==> src/rtl/bus_arbiter_ctrl.sv <==
// bus_arbiter_ctrl: three-requester bus arbiter; M1 high priority with bounded preemption of time-sliced M2/M3.
// Latency: one cycle; a decision taken at clock edge N is visible on accmodule/mstate right after edge N.
// Backpressure: none; req/done are pulses, and requests not yet served are held in pend until granted.
// Build option: define ARB_RR_EN for round-robin M2/M3 selection (default build: fixed M2 over M3).
module bus_arbiter_ctrl #(
  parameter int LP_SLICE   = 2,
  parameter int INTR_SLICE = 2,
  parameter int CNT_W      = 16
) (
  input  logic             clk,
  input  logic             reset,
  input  logic [2:0]       req,
  input  logic [2:0]       done,
  output logic [1:0]       accmodule,
  output logic [4:0]       mstate,
  output logic [CNT_W-1:0] nb_interrupts
);

  typedef enum logic [2:0] {
    S_IDLE    = 3'd0,
    S_M1_OWN  = 3'd1,
    S_M2_OWN  = 3'd2,
    S_M3_OWN  = 3'd3,
    S_M1_INTR = 3'd4
  } state_t;

  localparam logic [3:0] LP_LIM   = 4'(LP_SLICE);
  localparam logic [3:0] INTR_LIM = 4'(INTR_SLICE);

  state_t     state;
  logic [2:0] pend;       // requests seen but not yet granted; also marks a preempted M2/M3 for resume
  logic [3:0] slice;      // cycles spent by the current owner (M2/M3 slice or M1 preemption slice)
`ifdef ARB_RR_EN
  logic       rr_m3_next; // 1: on an M2/M3 tie, M3 wins (M2 was granted most recently)
`endif

  logic [2:0] own_mask;
  logic [2:0] eff;
  logic [1:0] pick;
  logic       release_now;
  logic       preempt;

  // Effective requests: pending plus fresh pulses, dropping a req from the current owner
  // (and any new M1 req while M1 is already on the bus).
  always_comb begin
    own_mask = 3'b000;
    case (state)
      S_M1_OWN, S_M1_INTR: own_mask = 3'b001;
      S_M2_OWN:            own_mask = 3'b010;
      S_M3_OWN:            own_mask = 3'b100;
      default:             own_mask = 3'b000;
    endcase
    eff = pend | (req & ~own_mask);
  end

  // Next-owner selection: M1 first, then M2/M3 by fixed priority or round-robin, else none.
  always_comb begin
    pick = 2'b00;
    if (eff[0]) begin
      pick = 2'b01;
    end else if (eff[1] && eff[2]) begin
`ifdef ARB_RR_EN
      pick = rr_m3_next ? 2'b11 : 2'b10;
`else
      pick = 2'b10;
`endif
    end else if (eff[1]) begin
      pick = 2'b10;
    end else if (eff[2]) begin
      pick = 2'b11;
    end
  end

  // Release / preemption decision for the current state. A done from the owner in the same
  // cycle as an M1 request is an ordinary handover, so preemption requires no release.
  always_comb begin
    release_now = 1'b0;
    preempt     = 1'b0;
    case (state)
      S_IDLE:    release_now = 1'b1;
      S_M1_OWN:  release_now = done[0];
      S_M2_OWN: begin
        release_now = done[1] || (slice == LP_LIM);
        preempt     = !release_now && eff[0];
      end
      S_M3_OWN: begin
        release_now = done[2] || (slice == LP_LIM);
        preempt     = !release_now && eff[0];
      end
      S_M1_INTR: release_now = done[0] || (slice == INTR_LIM);
      default:   release_now = 1'b1;
    endcase
  end

  // Arbiter FSM with registered grant, one-hot state and preemption counter.
  // The preempted owner is remembered through its pend bit and comes back via normal selection.
  always_ff @(posedge clk) begin
    if (!reset) begin
      state         <= S_IDLE;
      accmodule     <= 2'b00;
      mstate        <= 5'b00001;
      nb_interrupts <= '0;
      pend          <= 3'b000;
      slice         <= 4'd0;
`ifdef ARB_RR_EN
      rr_m3_next    <= 1'b0;
`endif
    end else if (preempt) begin
      state     <= S_M1_INTR;
      accmodule <= 2'b01;
      mstate    <= 5'b10000;
      slice     <= 4'd1;
      pend      <= (eff & 3'b110) | own_mask;
      if (nb_interrupts != '1) begin
        nb_interrupts <= nb_interrupts + CNT_W'(1);
      end
    end else if (release_now) begin
      slice <= 4'd1;
      case (pick)
        2'b01: begin
          state     <= S_M1_OWN;
          accmodule <= 2'b01;
          mstate    <= 5'b00010;
          pend      <= eff & 3'b110;
        end
        2'b10: begin
          state     <= S_M2_OWN;
          accmodule <= 2'b10;
          mstate    <= 5'b00100;
          pend      <= eff & 3'b101;
`ifdef ARB_RR_EN
          rr_m3_next <= 1'b1;
`endif
        end
        2'b11: begin
          state     <= S_M3_OWN;
          accmodule <= 2'b11;
          mstate    <= 5'b01000;
          pend      <= eff & 3'b011;
`ifdef ARB_RR_EN
          rr_m3_next <= 1'b0;
`endif
        end
        default: begin
          state     <= S_IDLE;
          accmodule <= 2'b00;
          mstate    <= 5'b00001;
          pend      <= eff;
        end
      endcase
    end else begin
      pend <= eff;
      if (state != S_M1_OWN) begin
        slice <= slice + 4'd1;
      end
    end
  end

endmodule

==> config.mk <==
export PLATFORM = sky130hd
export DESIGN_NAME = bus_arbiter_ctrl
export DESIGN_NICKNAME = d
export VERILOG_FILES = /design/src/rtl/bus_arbiter_ctrl.sv
export SDC_FILE = /design/constraint.sdc
export NUM_CORES = 1
export LEC_CHECK = 0
export BUFFER_PORTS_ARGS = -buffer_cell sky130_fd_sc_hd__buf_4
export CORE_MARGIN = 2
export CORE_UTILIZATION = 54
export DETAILED_ROUTE_END_ITERATION = 6
export PLACE_DENSITY = 0.78
export SYNTH_ARGS = -nofsm -noshare
export SYNTH_HDL_FRONTEND = slang
export SYNTH_SLANG_ARGS = --single-unit
==> constraint.sdc <==
create_clock -name clk -period 2.2 [get_ports clk]
set_input_delay 0.33 -clock clk [delete_from_list [all_inputs] [get_ports clk]]
set_output_delay 0.33 -clock clk [all_outputs]
set_load 0.02 [all_outputs]
==> results of run 1 <==
-- routing by layer --
layer | global-route usage [%] | wire length, um
met5 | 0 | 0
met4 | 12.6 | 90
met3 | 5.13 | 156
met2 | 36.7 | 1650
met1 | 31.9 | 1740
-- logic make-up after synthesis --
logic type / after synthesis / share of synthesized area [%]
and+or+nand+nor: 84 / 30.8
muxes: 2 / 1.28
DFF: 31 / 39.6
adders and majority gates: 3 / 2.39
buffers and inverters: 15 / 4.47
AOI/OAI and AO/OA: 44 / 18.2
xor gates and xnor gates: 6 / 3.35
-- per-stage QoR --
step | area (sq um) | hold WS [ns] | utilization (%)
final | 1890 | 0.298 | 68.5
after global routing | 1890 | 0.308 | 68.5
after CTS | 1890 | 0.289 | 68.5
after detailed placement | 1840 | 0.476 | 66.7
after global placement | 1840 | 0.458 | 66.7
after floorplan | 1570 | 0.477 | -
-- area by class of cell --
class,count,area [sq um]
Multi-Input combinational cell,139,878
Fill cell,231,868
Sequential cell,31,622
Timing Repair Buffer,37,278
Clock buffer,7,45.0
Tap cell,31,38.8
Inverter,6,22.5
Clock inverter,1,5.00
-- power breakdown --
part | switching [uW] | internal, uW | leakage [uW]
Clock | 197 | 124 | 0.0000293
Combinational | 283 | 211 | 0.000463
Sequential | 59.2 | 626 | 0.000252
-- placed cells by master, fill, tap and decap left out, types with 2 or more instances in the layout --
cell type,count
dfxtp_1,30
buf_4,37
clkbuf_4,5
or3_1,7
o21ai_0,8
o31ai_1,5
nor2b_1,2
or4_1,6
ha_1,3
nand2b_1,4
nand3_1,15
o2111a_1,2
mux2i_1,2
inv_1,5
o211ai_1,2
a31oi_1,2
xor2_1,5
a21oi_1,17
nand2_1,14
nor4_1,2
nand4_1,3
and3_1,3
a31o_2,2
nor2_1,17
clkbuf_1,2
nand4b_1,2
-- flip-flops by register name, indices dropped and copies added, names as in the netlist --
signal / count
slice: 4
mstate: 5
pend: 3
nb_interrupts: 16
state: 1
accmodule: 2
-- worst max-delay path: cells and delay by family, from the launching register on --
family | cells | cell delay, ns
XOR/XNOR | 1 | 0.15
flip-flops | 1 | 0.40
AO/OA/AOI/OAI | 1 | 0.23
adder cells (fa/ha/maj) | 1 | 0.22
AND/OR/NAND/NOR | 3 | 0.75
buffers and inverters | 1 | 0.21
-- path summary, 6_finish.rpt --
kind | cells past startpoint | to
worst max register to register | 7 | nb_interrupts[0]$_SDFFE_PN0P_
worst max-delay path | 7 | nb_interrupts[0]$_SDFFE_PN0P_
worst min register to register | 2 | mstate[2]$_SDFFE_PP0P_
worst min-delay path | 2 | mstate[0]$_SDFFE_PN1P_
==> impl_metrics.ini, run 1 <==
[status]
outcome = complete, no violations

[worst_hold_path]
hp-start = reset
hp-class = input port to flop

[timing]
slew_headroom_pct = 71.4
setup_viol = 0
tightest_slew_ns = 0.427
post-route-period-util_pct = 93.5
layout_setup_ws_ns = 0.143
rsz0062_at_grt = false
fin_crit_ns = 2.06
fin_skew_ns = 0.00743
tns_ns = 0
maxSlewViolCount = 0
finalHoldViolations = 0
fmax_ghz = 0.486

[synth]
synth.most_common_cell = dfxtp_1
synth-edff-count = 0
syn-cell-area_sq_um = 1570
synth_nets = 196
ys_ff_latch = 31
synthTopCellsByCount = 31 x dfxtp_1, 17 x a21oi_1, 17 x nor2_1
yosys_warnings = 0
synthCells = 185
synth_ff_type = dfxtp_1
synthArstFlopShare_pct = 0
synth_area_leaders = dfxtp_1 40%, a21oi_1 5.4%, nand3_1 4.8%, nor2_1 4.1%, nand2_1 3.3%
ys_types = 43
avgSynthCellArea_sq_um = 8.48
yosysTopAreaCell = dfxtp_1
yosysSeqAreaShare_pct = 39.6
yosysTopAreaCellShare_pct = 39.6

[die]
num_io_pins = 31
die-area_sq_um = 3350
die_h_um = 57.9
fp.dieW_um = 57.9
initial_utilization_pct = 56.9
num_rows = 19
coreArea_sq_um = 2760

[place]
portBuffers = 30
place_ws_ns = 0.152
gp_congestion = 0.899
dp_hpwl_um = 2580
place_inst = 244

[worst_setup_path]
crit_path_start_kind = flop
worst_setup_path_end_kind = flop
critPathKind = flop to flop
critPathLaunch = nb_interrupts[0]$_SDFFE_PN0P_
rr_startpoint = nb_interrupts[0]$_SDFFE_PN0P_
cp.required_ns = 2.44
r2r_setup_slack_ns = 0.14
cp_max_fo = 10
max_stage_delay_ns = 0.59
crit_chain = ha_1, nand2_2, or4_4, o211ai_2, buf_4, xor2_1, nor2_1
cp_slowest_cell = or4_4
arrival_ns = 2.29

[cts]
clk_path_buf_depth = 2
cts_setup_buffers = 0
cts_tree = done
cts-root-buf = clkbuf_4
htreeDepth = 2
cts_inserted_buffers = 5
post_cts_resized = 0
ctsHoldBuffers = 0
clk_pin_slew_ns = 0.10
cts.sinks = 31
clk_latency_ns = 0.34

[drt]
drt_iter0_markers = 76
routed_wl_um = 3640
dr.pass1.iters = 4
via_per_inst = 6.09
num_vias = 1534
postRouteAntennaNets = 0
drc = 0
post_drt_wl_per_cell_um = 14.5

[layout]
fin_cells = 252
area_delta_synth_final_pct = 20.4
drive_above_1_share_pct = 24.4
antennaDiodeCount = 0
layout.nets = 231

[grt]
grt_pass1_vias = 1459
grtUsageTotal_pct = 24.0
grt_overflow_total = 0
grt_max_degree = 19
grt_pass1_wl_um = 6200
antenna_found_initial = 0

[power]
power_uw = 1500
ir_drop_v = 0.000660
p_leak_uw = 0.000745
power_density_nw_per_um2 = 794

[flow_run]
drv_cap = 0
Note: power is estimated with default switching activity, not from simulation.
==> run 2, diff against run 1 <==
--- a/config.mk
+++ b/config.mk
@@ -9,7 +9,7 @@
 export CORE_MARGIN = 2
 export CORE_UTILIZATION = 54
 export DETAILED_ROUTE_END_ITERATION = 6
-export PLACE_DENSITY = 0.78
+export PLACE_DENSITY_LB_ADDON = 0.15
 export SYNTH_ARGS = -nofsm -noshare
 export SYNTH_HDL_FRONTEND = slang
 export SYNTH_SLANG_ARGS = --single-unit
==> run 2 against run 1 <==
  * Via count fell by 2.8%
  * Largest cell class unchanged
  * Die area did not move
  * Clock power fell by 3%
  * Sequential share of layout area barely moved
  * Critical endpoint is now nb_interrupts[6]$_SDFFE_PN0P_
  * Largest power group unchanged
  * Critical path type unchanged
  * Clock skew fell by 0.0018 ns
  * First-iteration DRC count fell by 34%
  * Critical path depth rose by 2
  * Non-clock buffer count fell by 1
==> impl_metrics.ini, run 2 (synthesis gave the netlist of run 1 again) <==
[layout]
drive_above_1_share_pct = 24.5
top_register = nb_interrupts
largest_register_ffs = 16
layout_commonest_cell = buf_4
area_delta_synth_final_pct = 20.3
top_regs = nb_interrupts (16), mstate (5), slice (4)
antennaDiodeCount = 0
layout.nets = 230
layout_common_cells = 36 x buf_4, 30 x dfxtp_1, 17 x nor2_1, 17 x a21oi_1
final_util_pct = 68.4

[power]
swShare_pct = 35.4
clock_power_share_pct = 21.2
p_int_uw = 952
p_leak_uw = 0.000740
p_switching_uw = 521
seqPwrFrac_pct = 46.3
power_frac_comb_pct = 32.5
ir_drop_v = 0.000717
power_density_nw_per_um2 = 780

[drt]
drc = 0
routed_wl_um = 3550
dr.pass1.iters = 4
via_per_inst = 5.94
drt_iter0_markers = 50
postRouteAntennaNets = 0
num_vias = 1491
post_drt_wl_per_cell_um = 14.1

[cts]
clk_latency_ns = 0.32
clk_pin_slew_ns = 0.09
cts_inserted_buffers = 5
cts_tree = done
cts.sinks = 31
cts-root-buf = clkbuf_4
clk_path_buf_depth = 2
ctsHoldBuffers = 0
htreeDepth = 2

[worst_setup_path]
path_buf_inv = 3
worst_setup_path_end_kind = flop
arrival_ns = 2.32
crit_family = simple AND/OR/NAND/NOR gates
crit_path_start_kind = flop
cp_max_fo = 10
cp.required_ns = 2.46
r2r_setup_slack_ns = 0.14
crit_chain = inv_1, ha_1, nor3b_1, a21oi_1, buf_4, o211ai_2, buf_4, or4_1, a21oi_1
critPathKind = flop to flop
max_stage_delay_ns = 0.39
cp_slowest_cell = or4_1

[die]
die-area_sq_um = 3350
coreArea_sq_um = 2760
initial_utilization_pct = 56.9
num_io_pins = 31
num_rows = 19
fp.dieW_um = 57.9
die_h_um = 57.9

[place]
dp_hpwl_um = 2580
portBuffers = 30
gp_congestion = 0.873

[worst_hold_path]
hp-class = input port to flop

[grt]
grt_pass1_wl_um = 5740
antenna_found_initial = 0
grt_pass1_vias = 1323
grt_overflow_total = 0
grt_max_degree = 19
grtUsageTotal_pct = 22.4

[timing]
maxSlewViolCount = 0
slew_headroom_pct = 65.4
tns_ns = 0
fmax_ghz = 0.484
tightest_slew_ns = 0.517
fin_skew_ns = 0.00565
setup_viol = 0
fin_crit_ns = 2.06
post-route-period-util_pct = 93.8
rsz0062_at_grt = false
finalHoldViolations = 0

[status]
outcome = complete, no violations

[flow_run]
drv_cap = 0
==> run 2: changes by cell type in the layout (fill, tap and decap cells not counted), sizes merged <==
cell  before  now
buf       37   36
==> run 2: timing repair <==
| item | CTS | global route |
|---|---|---|
| setup buffers | 0 | 0 |
| gates resized for setup | 0 | 2 |
| endpoints found under the setup margin | 0 | 1 |
==> run 2: power groups by stage <==
stage               combinational, uW  sequential [uW]  clock (uW)
floorplan                         316              713           0
global placement                  465              690           0
detailed placement                469              693           0
CTS                               473              680         324
global route                      523              690         342
finish                            478              682         312
==> run 2: worst paths after layout <==
check                          from                             to  depth (start not counted)
max reg2reg   slice[0]$_SDFFE_PN0P_  nb_interrupts[6]$_SDFFE_PN0P_                          9
min                           reset         mstate[0]$_SDFFE_PN1P_                          2
min reg2reg  mstate[3]$_SDFFE_PP0P_         mstate[3]$_SDFFE_PP0P_                          2
max           slice[0]$_SDFFE_PN0P_  nb_interrupts[6]$_SDFFE_PN0P_                          9
==> run 2: metrics by stage <==
step,cells,hold slack [ns],area (sq um),worst slack (ns),total power (uW)
floorplan,185,0.477,1570,0.170,1030
global placement,243,0.458,1830,0.238,1160
detailed placement,243,0.461,1830,0.157,1160
CTS,251,0.299,1880,0.152,1480
global route,251,0.302,1890,0.0282,1550
finish,251,0.317,1890,0.136,1470
==> run 2: layout make-up <==
| type | instances | area (sq um) |
|---|---|---|
| Fill cell | 236 | 871 |
| Clock buffer | 7 | 45.0 |
| Sequential cell | 31 | 622 |
| Multi-Input combinational cell | 139 | 883 |
| Clock inverter | 1 | 5.00 |
| Timing Repair Buffer | 36 | 270 |
| Inverter | 6 | 22.5 |
| Tap cell | 31 | 38.8 |
==> run 2: routing by layer <==
layer	part of all wire, %	vias up	GRT usage [%]	wire [um]
li1	-	747	-	-
met1	48	697	30.0	1690
met2	46	42	34.9	1640
met3	4.9	5	5.36	174
met4	1.2	0	8.97	44
met5	0	-	0	0
==> run 2: worst reg2reg max path, stage by stage (launching register included) <==
cell	delay, ns
dfxtp_2	0.37
inv_1	0.05
ha_1	0.20
nor3b_1	0.16
a21oi_1	0.23
buf_4	0.17
o211ai_2	0.10
buf_4	0.19
or4_1	0.39
a21oi_1	0.14
==> run 3, diff against run 2 <==
==> constraint.sdc (replaced) <==
create_clock -name clk -period 2.09 [get_ports clk]
set_input_delay 0.3135 -clock clk [delete_from_list [all_inputs] [get_ports clk]]
set_output_delay 0.3135 -clock clk [all_outputs]
set_load 0.02 [all_outputs]
==> run 3 against run 2 <==
  * Worst hold slack got worse by 0.024 ns
  * Global-route usage rose by 0.91 points
  * Sequential power grew 5.0%
  * Critical path depth shrank 3
  * Design area grew 2.0%
  * Utilization increased by 1.4 points
  * Maximum frequency increased by 5.6%
  * Non-clock buffer count rose by 3
  * Total power increased by 8.6%
  * Count of clock-buffer cells in the layout decreased by 1
  * Die area is the same
  * Critical path type unchanged
  * Largest cell class unchanged
  * Largest power group unchanged
  * Highest routed layer unchanged
==> impl_metrics.ini, run 3 (synthesis gave the netlist of run 1 again) <==
[drt]
via_per_inst = 6.06
routed_wl_um = 3610
num_vias = 1534
drc = 0
drt_iter0_markers = 52
dr.pass1.iters = 4
post_drt_wl_per_cell_um = 14.3
postRouteAntennaNets = 0

[worst_setup_path]
arrival_ns = 2.16
critPathLaunch = nb_interrupts[1]$_SDFFE_PN0P_
max_stage_delay_ns = 0.58
crit_path_start_kind = flop
crit_chain = ha_1, nand2_2, or4_4, o211ai_4, nor4_1, mux2i_1
cp_slowest_cell = or4_4
worst_setup_path_end_kind = flop
crit_family = simple AND/OR/NAND/NOR gates
critPathKind = flop to flop
path_buf_inv = 0
rr_startpoint = nb_interrupts[1]$_SDFFE_PN0P_
cp.required_ns = 2.30
cp_max_fo = 12

[timing]
setup_viol = 0
finalHoldViolations = 0
fmax_ghz = 0.512
post-route-period-util_pct = 93.5
rsz0062_at_grt = false
tns_ns = 0
maxSlewViolCount = 0
fin_skew_ns = 0.00395
slew_headroom_pct = 74.6
layout_setup_ws_ns = 0.135
tightest_slew_ns = 0.381
fin_crit_ns = 1.95

[worst_hold_path]
hp-start = reset
hp-class = input port to flop

[layout]
top_register = nb_interrupts
largest_register_ffs = 16
layout_common_cells = 39 x buf_4, 30 x dfxtp_1, 17 x nor2_1, 17 x a21oi_1
multiInputGateArea_sq_um = 892
fillCellCount = 231
antennaDiodeCount = 0
area_delta_synth_final_pct = 22.6
drive_above_1_share_pct = 26.1
final_util_pct = 69.8
regArea_sq_um = 622
layout.nets = 233
postLayoutCellArea_sq_um = 1920
top_regs = nb_interrupts (16), mstate (5), slice (4)
layout_commonest_cell = buf_4

[grt]
antenna_found_initial = 0
grt_overflow_total = 0
grt_max_degree = 18
grtUsageTotal_pct = 23.3
grt_pass1_wl_um = 5970
grt_pass1_vias = 1354

[cts]
htreeDepth = 2
clk_latency_ns = 0.32
clk_pin_slew_ns = 0.09
cts.sinks = 31
cts_inserted_buffers = 5
cts_setup_buffers = 0
cts_tree = done
cts-root-buf = clkbuf_4
clk_path_buf_depth = 2

[die]
fp.dieW_um = 57.9
die_h_um = 57.9
die-area_sq_um = 3350
num_rows = 19
num_io_pins = 31
initial_utilization_pct = 56.9
coreArea_sq_um = 2760

[power]
power_density_nw_per_um2 = 831
ir_drop_v = 0.000827
p_leak_uw = 0.000788
power_uw = 1600

[status]
outcome = complete, no violations

[flow_run]
drv_cap = 0

[place]
portBuffers = 30
dpl_cell_area_sq_um = 1850
gp_congestion = 0.864
place_ws_ns = 0.0666
dp_hpwl_um = 2600
==> run 3: cell count changes in the layout (fill, tap and decap cells not counted), sizes merged <==
cell | before | now
clkbuf | 7 | 6
buf | 36 | 39
==> run 3: final cells by class <==
cell class | count | share of cell area, %
Clock buffer | 6 | 2.67
Clock inverter | 1 | 0.260
Inverter | 6 | 1.17
Multi-Input combinational cell | 139 | 46.4
Sequential cell | 31 | 32.3
Tap cell | 31 | 2.02
Timing Repair Buffer | 39 | 15.2
==> run 3: report_power, final <==
part	switching (uW)	total (uW)	leakage [uW]	internal, uW
logic	302	528	0.000502	226
clock network	199	354	0.0000341	156
registers	57.0	716	0.000252	659
total	558	1600	0.000788	1040
==> run 3: metal layers <==
layer / vias to the layer above / track usage (%) / share of wire [%]
met3: 7 / 6.03 / 7.2
met5: - / 0 / 0
met2: 59 / 33.9 / 45
met1: 716 / 32.3 / 46
li1: 752 / - / -
met4: 0 / 10.6 / 1.9
==> run 3: timing repair <==
action,in CTS,in global routing
hold buffers,0,0
endpoints found under the setup margin,0,12
resized for setup,0,3
==> run 3: worst paths after layout <==
path / endpoint / cells past startpoint / slack (ns)
worst min-delay path: mstate[0]$_SDFFE_PN1P_ / 2 / 0.29
worst max-delay path: nb_interrupts[8]$_SDFFE_PN0P_ / 6 / 0.14
worst min register to register: mstate[2]$_SDFFE_PP0P_ / 2 / 0.48
worst max register to register: nb_interrupts[8]$_SDFFE_PN0P_ / 6 / 0.14
==> run 3: stage by stage <==
step	hold slack, ns	std cells
2_1_floorplan	0.460	185
3_3_place_gp	0.458	246
3_5_place_dp	0.467	246
4_1_cts	0.285	253
5_1_grt	0.302	253
6_report	0.293	253
